`src/rtl/cnn_layer_accel_octo_input_loader_if.sv`:
```
// Stream bundle between the upstream word source, the input loader and the octo's tagged datain port.
// The master modport is the loader side; the slave modport is the source/octo side.
interface cnn_layer_accel_octo_input_loader_if #(
  parameter int unsigned C_DATA_WIDTH = 16
);
  logic [C_DATA_WIDTH-1:0] src_data;
  logic                    src_valid;
  logic                    src_rdy;
  logic                    seq_datain_tag;
  logic                    pixel_datain_tag;
  logic [C_DATA_WIDTH-1:0] datain;
  logic                    datain_valid;
  logic                    seq_datain_rdy;
  logic                    pixel_datain_rdy;

  modport master (
    input  src_data, src_valid, seq_datain_rdy, pixel_datain_rdy,
    output src_rdy, seq_datain_tag, pixel_datain_tag, datain, datain_valid
  );

  modport slave (
    output src_data, src_valid, seq_datain_rdy, pixel_datain_rdy,
    input  src_rdy, seq_datain_tag, pixel_datain_tag, datain, datain_valid
  );
endinterface

```
`src/rtl/cnn_layer_accel_octo_input_loader.sv`:
```
// Feeds cnn_layer_accel_octo: new_map pulse, then sequence words, a gap cycle, then pixel words.
// Optional CNN_LOADER_CHECKSUM_EN adds pixel_checksum (mod-2^32 sum of accepted pixel words).
module cnn_layer_accel_octo_input_loader #(
  parameter int unsigned C_DATA_WIDTH = 16,
  parameter int unsigned C_CNT_WIDTH  = 16
) (
  input  logic                   clk,
  input  logic                   rst,
  input  logic                   start,
  input  logic [C_CNT_WIDTH-1:0] seq_count_cfg,
  input  logic [C_CNT_WIDTH-1:0] pixel_count_cfg,
  cnn_layer_accel_octo_input_loader_if.master bus,
  output logic                   new_map,
  output logic                   busy,
  output logic                   done
`ifdef CNN_LOADER_CHECKSUM_EN
  ,
  output logic [31:0]            pixel_checksum
`endif
);

  typedef enum logic [2:0] {
    S_IDLE,
    S_MAP,
    S_SEQ,
    S_GAP,
    S_PIX,
    S_DONE
  } state_e;

  state_e                  state_q;
  logic [C_CNT_WIDTH-1:0]  seq_cnt_q;
  logic [C_CNT_WIDTH-1:0]  pix_cnt_q;
  logic [C_CNT_WIDTH-1:0]  issued_q;
  logic [C_CNT_WIDTH-1:0]  acc_q;
  logic [C_DATA_WIDTH-1:0] datain_q;
  logic                    valid_q;
  logic                    new_map_q;
  logic                    done_q;
`ifdef CNN_LOADER_CHECKSUM_EN
  logic [31:0]             checksum_q;
`endif

  logic [C_CNT_WIDTH-1:0]  count;
  logic                    accept;
  logic                    src_rdy;
  logic                    src_xfer;
  logic                    last_accept;

  // Compare one bit wider so a count of 2^C_CNT_WIDTH-1 never wraps the +1.
  always_comb begin
    count       = (state_q == S_SEQ) ? seq_cnt_q : pix_cnt_q;
    accept      = valid_q & (((state_q == S_SEQ) & bus.seq_datain_rdy) |
                             ((state_q == S_PIX) & bus.pixel_datain_rdy));
    src_rdy     = ((state_q == S_SEQ) | (state_q == S_PIX)) & (issued_q < count) &
                  (~valid_q | accept);
    src_xfer    = bus.src_valid & src_rdy;
    last_accept = accept &
                  (({1'b0, acc_q} + (C_CNT_WIDTH + 1)'(1)) == {1'b0, count});
  end

  always_ff @(posedge clk) begin
    if (rst) begin
      state_q    <= S_IDLE;
      seq_cnt_q  <= '0;
      pix_cnt_q  <= '0;
      issued_q   <= '0;
      acc_q      <= '0;
      datain_q   <= '0;
      valid_q    <= 1'b0;
      new_map_q  <= 1'b0;
      done_q     <= 1'b0;
`ifdef CNN_LOADER_CHECKSUM_EN
      checksum_q <= '0;
`endif
    end else begin
      new_map_q <= 1'b0;
      done_q    <= 1'b0;

      if (src_xfer) begin
        datain_q <= bus.src_data;
        valid_q  <= 1'b1;
        issued_q <= issued_q + 1'b1;
      end else if (accept) begin
        valid_q  <= 1'b0;
      end
      if (accept) begin
        acc_q <= acc_q + 1'b1;
      end

      case (state_q)
        S_IDLE: begin
          if (start) begin
            seq_cnt_q  <= seq_count_cfg;
            pix_cnt_q  <= pixel_count_cfg;
            new_map_q  <= 1'b1;
            state_q    <= S_MAP;
`ifdef CNN_LOADER_CHECKSUM_EN
            checksum_q <= '0;
`endif
          end
        end
        S_MAP: begin
          issued_q <= '0;
          acc_q    <= '0;
          state_q  <= (seq_cnt_q == '0) ? S_GAP : S_SEQ;
        end
        S_SEQ: begin
          if (last_accept) state_q <= S_GAP;
        end
        S_GAP: begin
          issued_q <= '0;
          acc_q    <= '0;
          if (pix_cnt_q == '0) begin
            state_q <= S_DONE;
            done_q  <= 1'b1;
          end else begin
            state_q <= S_PIX;
          end
        end
        S_PIX: begin
`ifdef CNN_LOADER_CHECKSUM_EN
          if (accept) checksum_q <= checksum_q + 32'(datain_q);
`endif
          if (last_accept) begin
            state_q <= S_DONE;
            done_q  <= 1'b1;
          end
        end
        S_DONE:  state_q <= S_IDLE;
        default: state_q <= S_IDLE;
      endcase
    end
  end

  assign bus.src_rdy          = src_rdy;
  assign bus.datain           = datain_q;
  assign bus.datain_valid     = valid_q;
  assign bus.seq_datain_tag   = valid_q & (state_q == S_SEQ);
  assign bus.pixel_datain_tag = valid_q & (state_q == S_PIX);
  assign new_map              = new_map_q;
  assign done                 = done_q;
  assign busy                 = (state_q != S_IDLE);
`ifdef CNN_LOADER_CHECKSUM_EN
  assign pixel_checksum       = checksum_q;
`endif

endmodule

```
`src/flat_wrapper.sv`:
```
// flat-port wrapper written by rule: the top's interface ports become plain ports
module cnn_layer_accel_octo_input_loader_flat 
#(
  parameter int unsigned C_DATA_WIDTH = 16,
  parameter int unsigned C_CNT_WIDTH  = 16
)
  (clk, rst, start, seq_count_cfg, pixel_count_cfg, new_map, busy, done, bus_src_data, bus_src_valid, bus_seq_datain_rdy, bus_pixel_datain_rdy, bus_src_rdy, bus_seq_datain_tag, bus_pixel_datain_tag, bus_datain, bus_datain_valid);
  cnn_layer_accel_octo_input_loader_if #(.C_DATA_WIDTH(C_DATA_WIDTH)) bus_i ();
  input  logic clk;
  input  logic rst;
  input  logic start;
  input  logic [C_CNT_WIDTH-1:0] seq_count_cfg;
  input  logic [C_CNT_WIDTH-1:0] pixel_count_cfg;
  output logic new_map;
  output logic busy;
  output logic done;
  input wire logic [$bits(bus_i.src_data)-1:0] bus_src_data;
  input wire logic [$bits(bus_i.src_valid)-1:0] bus_src_valid;
  input wire logic [$bits(bus_i.seq_datain_rdy)-1:0] bus_seq_datain_rdy;
  input wire logic [$bits(bus_i.pixel_datain_rdy)-1:0] bus_pixel_datain_rdy;
  output wire logic [$bits(bus_i.src_rdy)-1:0] bus_src_rdy;
  output wire logic [$bits(bus_i.seq_datain_tag)-1:0] bus_seq_datain_tag;
  output wire logic [$bits(bus_i.pixel_datain_tag)-1:0] bus_pixel_datain_tag;
  output wire logic [$bits(bus_i.datain)-1:0] bus_datain;
  output wire logic [$bits(bus_i.datain_valid)-1:0] bus_datain_valid;
  assign bus_i.src_data = bus_src_data;
  assign bus_i.src_valid = bus_src_valid;
  assign bus_i.seq_datain_rdy = bus_seq_datain_rdy;
  assign bus_i.pixel_datain_rdy = bus_pixel_datain_rdy;
  assign bus_src_rdy = bus_i.src_rdy;
  assign bus_seq_datain_tag = bus_i.seq_datain_tag;
  assign bus_pixel_datain_tag = bus_i.pixel_datain_tag;
  assign bus_datain = bus_i.datain;
  assign bus_datain_valid = bus_i.datain_valid;
  cnn_layer_accel_octo_input_loader #(.C_DATA_WIDTH(C_DATA_WIDTH), .C_CNT_WIDTH(C_CNT_WIDTH)) u_core (.clk(clk), .rst(rst), .start(start), .seq_count_cfg(seq_count_cfg), .pixel_count_cfg(pixel_count_cfg), .bus(bus_i), .new_map(new_map), .busy(busy), .done(done));
endmodule
```
`config.mk`:
```
export PLATFORM = sky130hd
export DESIGN_NAME = cnn_layer_accel_octo_input_loader_flat
export DESIGN_NICKNAME = d
export VERILOG_FILES = /design/src/rtl/cnn_layer_accel_octo_input_loader_if.sv /design/src/rtl/cnn_layer_accel_octo_input_loader.sv /design/src/flat_wrapper.sv
export SDC_FILE = /design/constraint.sdc
export NUM_CORES = 1
export LEC_CHECK = 0
export ABC_CLOCK_PERIOD_IN_PS = 5000
export CORE_UTILIZATION = 45
export CTS_BUF_LIST = sky130_fd_sc_hd__clkbuf_8
export CTS_CLUSTER_DIAMETER = 200
export DETAILED_ROUTE_END_ITERATION = 8
export PLACE_DENSITY = 0.75
export SLEW_MARGIN = 40
export SYNTH_ARGS = -nofsm -noshare
export SYNTH_HDL_FRONTEND = slang
export SYNTH_SLANG_ARGS = --single-unit
```
`constraint.sdc`:
```
create_clock -name clk -period 5 [get_ports clk]
set_input_delay 1.25 -clock clk [delete_from_list [all_inputs] [get_ports clk]]
set_output_delay 1.25 -clock clk [all_outputs]
set_load 0.05 [all_outputs]
```
# Word-level counts from Yosys, hierarchy flattened
# Cells that the tools add are included.
# word_totals
regBits,86
inputBits,54
wordCells,57
# op_classes
n_eq_ne,8
magnitude_cmp,1
n_mux,13
add_sub_neg,3
n_reduce_logical,9
bitwise,14
# op_table
cell,n
$add 16x1->16 const B,2
$logic_not 16->1,2
$add 16x1->17 const B,1
$eq 17x16->1,1
$lt 16x16->1,1
$mux 16,1
$pmux 3 s5,1
$and 1x1->1,9
$mux 3,3
$mux 1,7
$eq 3x2->1 const B,2
$ne 2x1->1 const B,2
$eq 3x1->1 const B,1
$eq 3x3->1 const B,1
$logic_not 3->1,1
$or 1x1->1,3
$reduce_and 3->1,1
$reduce_bool 3->1,1
$reduce_or 3->1,1
$ne 2x2->1 const B,1
$not 1->1,2
$pmux 1 s2,1
$reduce_and 2->1,1
$reduce_bool 2->1,1
$reduce_or 2->1,1

# Logic depth before layout (Yosys ltp)
# Gate-level depths: netlist of the first run.
# depth
word_depth,8
ltp_mapped,15
mapped_depth_nobuf,10

# Least setup slack after synthesis of the first run
# Ideal clock, no wire load.
# synth_timing
path_kind,register to output
from,reg u_core.state_q[1]
to,out bus_src_rdy
t_arrival_ns,2.930
setup_slack_ns,0.820
required_time_ns,3.750
path_stages_with_launch,13
path_buffers,4
cell_sequence,dfxtp_1 buf_6 or3b_1 buf_6 buf_2 mux2i_1 ha_1 a21oi_1 o21ai_0 a211oi_1 a21oi_1 clkbuf_1 and4b_1
# synth_via
elab_chain_cells,6
elab_cells_between_ends,12
# synth_rtl
item,line_no,rtl
start: declaration,cnn_layer_accel_octo_input_loader.sv:31,state_e state_q;
start signal: assignment,cnn_layer_accel_octo_input_loader.sv:106,state_q <= (seq_cnt_q == '0) ? S_GAP : S_SEQ;
"parallel branches: the longest is 5 deep, another holds $lt 16x16->1",--,
$and 1x1->1 (*),cnn_layer_accel_octo_input_loader.sv:55,src_rdy = ((state_q == S_SEQ) | (state_q == S_PIX)) & (issued_q < count) &
end: declaration,flat_wrapper.sv:21,output wire logic [$bits(bus_i.src_rdy)-1:0] bus_src_rdy;
# Every way passes the cells marked *.

# Final worst setup path of the first run
# Ends and elaborated chain as after synthesis.

==> metrics.csv, run 1 <==
metric,value,unit
status,completed,
highest routed metal layer,met4,
synthesized area,4610,um^2
vertical die dimension,103,um
IR Drop Worst-Case VDD,0.464,mV
worst hold slack after final layout,462,ps
Reg2Reg Setup Slack,1180,ps
number of gates resized after CTS,2,
DRT Pass-1 Iters,5,
worst-case headroom to the max-slew limit,0.516,
latest clock arrival within the worst-skew pair,370,ps
sequence of cells on the critical path,"or3b_4, mux2i_1, ha_1, a21oi_1, o21ai_0, a211oi_1, a21oi_4, and4b_1, buf_12",
count of hold-fix buffers inserted at cts,0,
initial antenna violation count,0,
first-pass GRT wire length,19700,um
drt drc,0,
reg-to-reg critical path endpoint,u_core.issued_q[10]$_SDFFE_PP0P_,
LEAKAGE,2.05,nW
kind of start point of the critical path,flop,
clock slew seen by the registers of the worst setup and hold paths,100,ps
WL met2,5550,um
root cell of the clock tree,clkbuf_8,
"Net count, final",700,
cts bufs inserted,9,
Area growth syn-to-layout,22.9,%
syn avg cell area,8.12,um^2
worst-case reg-to-reg path depth,8,
delay of the slowest cell on the worst path,570,ps
routed wire length per instance,15.8,um
library cell contributing the largest single delay on the critical path,or3b_4,
Final min period,4710,ps
worst endpoint data arrival time,3460,ps
most used flip-flop cell after synthesis,dfxtp_1,
largest net degree at the start of global routing,57,
number of global-route vias before repair,3929,
pwr dens,414,nW/um^2
unrepaired setup endpoints after global routing,false,
largest buffer count on any clock path,2,
total met3 wirelength after detailed routing,687,um
number of different library cells in the post-synthesis netlist,53,
share of the clock period used by the worst path,0.942,
total number of yosys warnings,0,
Max-Cap Viols,0,
post-synthesis cell type with the largest combined area,dfxtp_1,
Seq cells post-synth,86,
data required time of the critical path,3750,ps
overall die area,10700,um^2
Layout Utilization,0.575,
Hold Path Cell Cnt,2,
number of violations reported at the end of detailed-routing iteration 0,251,
clock sink count,86,
"top library cells by usage in the layout, fill and taps aside","120 x nand2_1, 86 x dfxtp_1, 75 x a21oi_1, 74 x clkdlybuf4s50_1, 32 x nor2_1",
I/O pins,77,
final hold viol count,0,
CTS tree,yes,
Clock H-tree levels,3,
proportion of synthesized flip-flops having asynchronous set or reset,0,
Achievable Freq,0.212,GHz
Post-synth EDFFs,0,
Antenna diodes,0,
Post-Syn Instances,568,
Row Count,36,
Die Width,103,um
count of input and output buffers,76,
summed negative setup slack over all endpoints,0,ps
dominant cells by area after synthesis,"dfxtp_1 37%, nand2_1 9.8%, a21oi_1 8.2%, ha_1 4.6%, xnor2_1 4.0%",
layout cell share with drive strength beyond 1,0.0647,
Final Max Tran Viols,0,
post-synth top area share,0.373,
gr usage total,0.245,
net count of the mapped netlist,639,
standard cell core area,9860,um^2
DR vias/cell,5.57,
Final HPWL DP,9100,um
transition time at the pin with the least slew margin,720,ps
final setup skew,6.55,ps
via count of the routed design,4272,
routability congestion estimate,0.962,
total length of routed wires,12100,um
launch instance of the worst register-to-register path,u_core.state_q[1]$_SDFFE_PP0P_,
fraction of the yosys area taken by sequential cells,0.373,
"Max FO, Critical Path",14,
end point of the most critical hold path,u_core.bus.datain[0]$_SDFFE_PP0P_,
M1 wire length,5550,um
DRT antenna net count,0,
final number of setup-violating endpoints,0,
effective utilization at floorplan,0.468,
"sum of internal, switching and leakage power",2.35,mW
Post-CTS Repair Setup Buffers,0,
Worst Hold Launch,u_core.bus.datain[0]$_SDFFE_PP0P_,
Crit Path Class,reg -> out,
nature of the critical path endpoint,primary output,
residual overflow from global routing,0,
HP Class,reg -> reg,
"most common cell after layout, fill and taps aside",nand2_1,
[per-layer routing]
metal	vias to the layer above	track usage
met5	-	0
met1	1986	0.329
met4	0	0.0932
met2	144	0.393
met3	27	0.0430
li1	2115	-
[registers in the layout (all words and copies together), names as in the netlist]
name / cells
u_core.acc_q: 16
u_core.bus.datain: 16
u_core.issued_q: 16
u_core.pix_cnt_q: 16
u_core.seq_cnt_q: 16
u_core.state_q: 3
u_core.bus.datain_valid: 1
u_core.done: 1
u_core.new_map: 1
[kinds of logic after synthesis]
group	share of synthesized area
AND/OR/NAND/NOR	0.283
AO/OA/AOI/OAI	0.134
flip-flops	0.373
XOR/XNOR	0.0843
buffers and inverters	0.0323
multiplexers	0.0472
adder cells (fa/ha/maj)	0.0461
[critical path, delay by kind of cell (launching register included)]
kind,cells,cell delay [ps]
buf+inv,1,160
simple gates,2,930
mux,1,340
flops,1,520
compound gates,4,810
fa+ha+maj,1,320
[synthesized netlist by cell type (2+ instances only)]
library cell / count
nand2_1: 121
dfxtp_1: 86
a21oi_1: 76
nor2_1: 32
clkbuf_1: 23
xnor2_1: 21
nand3_1: 19
ha_1: 17
mux2i_1: 15
o21ai_0: 14
xor2_1: 13
nor3_1: 12
nand4_1: 11
nand2b_1: 10
nor4_1: 10
or3_1: 8
and3_1: 7
nor2b_1: 6
buf_2: 5
or4_1: 5
and2_1: 4
and4_1: 3
inv_1: 3
mux2i_4: 3
nor3b_1: 3
nor4b_1: 3
xnor3_1: 3
a21o_1: 2
buf_6: 2
nand3b_1: 2
nand4b_1: 2
o2111ai_1: 2
o31ai_1: 2
o41ai_1: 2
or2_2: 2
or3b_2: 2
[metrics by stage]
| step | worst slack [ps] | cell area, um^2 | instances |
|---|---|---|---|
| after CTS | 158 | 5650 | 767 |
| after floorplan | 820 | 4610 | 568 |
| final | 292 | 5670 | 767 |
| after global placement | 397 | 5450 | 751 |
| after global routing | 174 | 5670 | 767 |
| after detailed placement | 313 | 5450 | 751 |
[worst max path at each step]
| stage | cells past startpoint | from | endpoint |
|---|---|---|---|
| after floorplan | 12 | u_core.state_q[1]$_SDFFE_PP0P_ | bus_src_rdy |
| after global placement | 9 | u_core.state_q[1]$_SDFFE_PP0P_ | bus_src_rdy |
| after detailed placement | 9 | u_core.state_q[2]$_SDFFE_PP0P_ | bus_src_rdy |
| after CTS | 9 | u_core.state_q[1]$_SDFFE_PP0P_ | bus_src_rdy |
| after global routing | 9 | u_core.state_q[1]$_SDFFE_PP0P_ | bus_src_rdy |
| final | 9 | u_core.state_q[1]$_SDFFE_PP0P_ | bus_src_rdy |
[report_power, final]
group	internal, mW	total [mW]	switching (mW)
sequential	0.772	0.869	0.0970
clock	0.198	0.496	0.298
combinational	0.386	0.982	0.596
total	1.36	2.35	0.991
[area by class of cell]
class | count | area, um^2
clock inverters | 7 | 75.1
multi-input cells | 448 | 2770
inverters | 3 | 11.3
well taps | 133 | 166
flip-flops and latches | 86 | 1720
fillers | 883 | 4190
repair buffers | 81 | 803
clock buffers | 9 | 124
Power figures use the tool's default switching activity.
==> run 2, diff against run 1 <==
==> constraint.sdc (replaced) <==
create_clock -name clk -period 5 [get_ports clk]
set_input_delay 1.25 -clock clk [delete_from_list [all_inputs] [get_ports clk]]
set_output_delay 1.25 -clock clk [all_outputs]
set_load 0.005 [all_outputs]
==> metrics.csv, run 2 (synthesis results as in run 1) <==
metric,value,unit,change
unrepaired setup endpoints after global routing,false,,unchanged
"top library cells by usage in the layout, fill and taps aside","120 x nand2_1, 86 x dfxtp_1, 76 x a21oi_1, 75 x clkdlybuf4s50_1, 32 x nor2_1",,"was 120 x nand2_1, 86 x dfxtp_1, 75 x a21oi_1, 74 x clkdlybuf4s50_1, 32 x nor2_1"
initial antenna violation count,0,,unchanged
first-pass GRT wire length,18800,um,was 19700 um
total length of routed wires,11700,um,was 12100 um
Antenna diodes,0,,unchanged
vertical die dimension,103,um,unchanged
largest net degree at the start of global routing,57,,unchanged
placed cell count,753,,was 751
CTS tree,yes,,unchanged
transition time at the pin with the least slew margin,681,ps,was 720 ps
latest clock arrival within the worst-skew pair,370,ps,about the same
effective utilization at floorplan,0.468,,unchanged
number of violations reported at the end of detailed-routing iteration 0,293,,was 251
clock slew seen by the registers of the worst setup and hold paths,90,ps,was 100 ps
I/O pins,77,,unchanged
Clock H-tree levels,3,,unchanged
layout cell share with drive strength beyond 1,0.0629,,was 0.0647
largest buffer count on any clock path,2,,unchanged
kind of start point of the critical path,flop,,unchanged
final hold viol count,0,,unchanged
proportion of power drawn by combinational gates,0.395,,was 0.419
drt drc,0,,unchanged
Post-CTS Repair Setup Buffers,0,,unchanged
fraction of power consumed by the clock network,0.205,,was 0.211
reg-to-reg critical path endpoint,u_core.issued_q[10]$_SDFFE_PP0P_,,unchanged
Max-Cap Viols,0,,unchanged
final setup skew,10.9,ps,was 6.55 ps
data required time of the critical path,3750,ps,about the same
count of hold-fix buffers inserted at cts,0,,unchanged
Final min period,4850,ps,was 4710 ps
Row Count,36,,unchanged
summed negative setup slack over all endpoints,0,ps,unchanged
count of input and output buffers,76,,unchanged
routability congestion estimate,0.874,,was 0.962
"Net count, final",702,,was 700
DRT Pass-1 Iters,4,,was 5
Achievable Freq,0.206,GHz,was 0.212 GHz
residual overflow from global routing,0,,unchanged
Die Width,103,um,unchanged
worst-case headroom to the max-slew limit,0.533,,was 0.516
root cell of the clock tree,clkbuf_8,,unchanged
Switching Power,828,uW,was 991 uW
LEAKAGE,2.03,nW,was 2.05 nW
Final HPWL DP,8610,um,was 9100 um
worst endpoint data arrival time,3600,ps,was 3460 ps
final cell count without fillers,769,,was 767
"sum of internal, switching and leakage power",2.16,mW,was 2.35 mW
Crit Path Class,reg -> out,,unchanged
Area growth syn-to-layout,22.2,%,was 22.9%
Setup crit end,bus_src_rdy,,unchanged
placed cell area,5460,um^2,was 5450 um^2
DR vias/cell,5.53,,was 5.57
standard cell core area,9860,um^2,unchanged
gr usage total,0.232,,was 0.245
number of global-route vias before repair,3919,,was 3929
Final Max Tran Viols,0,,unchanged
IR Drop Worst-Case VDD,0.293,mV,was 0.464 mV
pwr dens,384,nW/um^2,was 414 nW/um^2
switching power share of the total,0.383,,was 0.422
via count of the routed design,4253,,was 4272
share of the clock period used by the worst path,0.969,,was 0.942
HP Class,reg -> reg,,unchanged
Post-Layout Inst Area,5640,um^2,was 5670 um^2
worst-case reg-to-reg path depth,11,,was 8
Reg2Reg Setup Slack,1090,ps,was 1180 ps
Layout Utilization,0.572,,was 0.575
"Max FO, Critical Path",10,,was 14
sequential group share of total power,0.400,,was 0.370
launch instance of the worst register-to-register path,u_core.state_q[1]$_SDFFE_PP0P_,,unchanged
cts bufs inserted,9,,unchanged
DRT antenna net count,0,,unchanged
nature of the critical path endpoint,primary output,,unchanged
final number of setup-violating endpoints,0,,unchanged
routed wire length per instance,15.2,um,was 15.8 um
overall die area,10700,um^2,unchanged
Pint,1.34,mW,was 1.36 mW
fillcell total,870,,was 883
Critical path origin,u_core.state_q[1]$_SDFFE_PP0P_,,unchanged
status,completed,,unchanged
clock sink count,86,,unchanged
"most common cell after layout, fill and taps aside",nand2_1,,unchanged
==> run 2: how the worst min path moves through the flow <==
stage	endpoint	slack, ps	from	cells after the start
detailed placement	u_core.bus.datain[1]$_SDFFE_PP0P_	450	u_core.bus.datain[1]$_SDFFE_PP0P_	2
CTS	u_core.bus.datain[1]$_SDFFE_PP0P_	460	u_core.bus.datain[1]$_SDFFE_PP0P_	2
floorplan	u_core.seq_cnt_q[5]$_SDFFE_PP0P_	440	u_core.seq_cnt_q[5]$_SDFFE_PP0P_	2
finish	u_core.bus.datain[1]$_SDFFE_PP0P_	460	u_core.bus.datain[1]$_SDFFE_PP0P_	2
global placement	u_core.bus.datain[6]$_SDFFE_PP0P_	440	u_core.bus.datain[6]$_SDFFE_PP0P_	2
global route	u_core.bus.datain[2]$_SDFFE_PP0P_	480	u_core.bus.datain[2]$_SDFFE_PP0P_	2
==> run 2: worst max-delay path, stage by stage (launching register included) <==
cell and delay [ps]:
dfxtp_1 540, nor3b_1 350, mux2i_1 640, ha_1 370, a21o_1 180, a211oi_1 230
a21oi_1 120, and4b_1 290, clkdlybuf4s50_1 510
==> run 2: area by class of cell <==
class,count,area [um^2],share of cell area
Timing Repair Buffer,83,808,0.143
Tap cell,133,166,0.0295
Sequential cell,86,1720,0.305
Clock inverter,7,48.8,0.00866
Inverter,3,11.3,0.00200
Multi-Input combinational cell,448,2760,0.489
Clock buffer,9,124,0.0220
==> run 2: per-layer routing <==
layer / up-vias / GRT usage / wire (um)
li1: 2108 / - / -
met1: 1986 / 0.310 / 5370
met2: 142 / 0.371 / 5450
met3: 17 / 0.0336 / 651
met4: 0 / 0.106 / 218
met5: - / 0 / 0
==> run 2: power by group through the flow <==
stage	combinational (mW)	clock [mW]	sequential, mW
floorplan	0.615	0	0.844
global placement	0.817	0	0.873
detailed placement	0.842	0	0.878
CTS	0.847	0.452	0.862
global route	0.943	0.480	0.876
finish	0.855	0.444	0.865
==> run 2: what timing repair did <==
action	CTS	global route
resized for setup	0	3
endpoints found under the setup margin	0	1
hold endpoints to repair	0	0
==> run 2: per-stage QoR <==
step,setup slack [ps],hold WS [ps]
after floorplan,1130,444
after global placement,345,443
after detailed placement,351,447
after CTS,106,460
after global routing,1.77,480
final,155,457
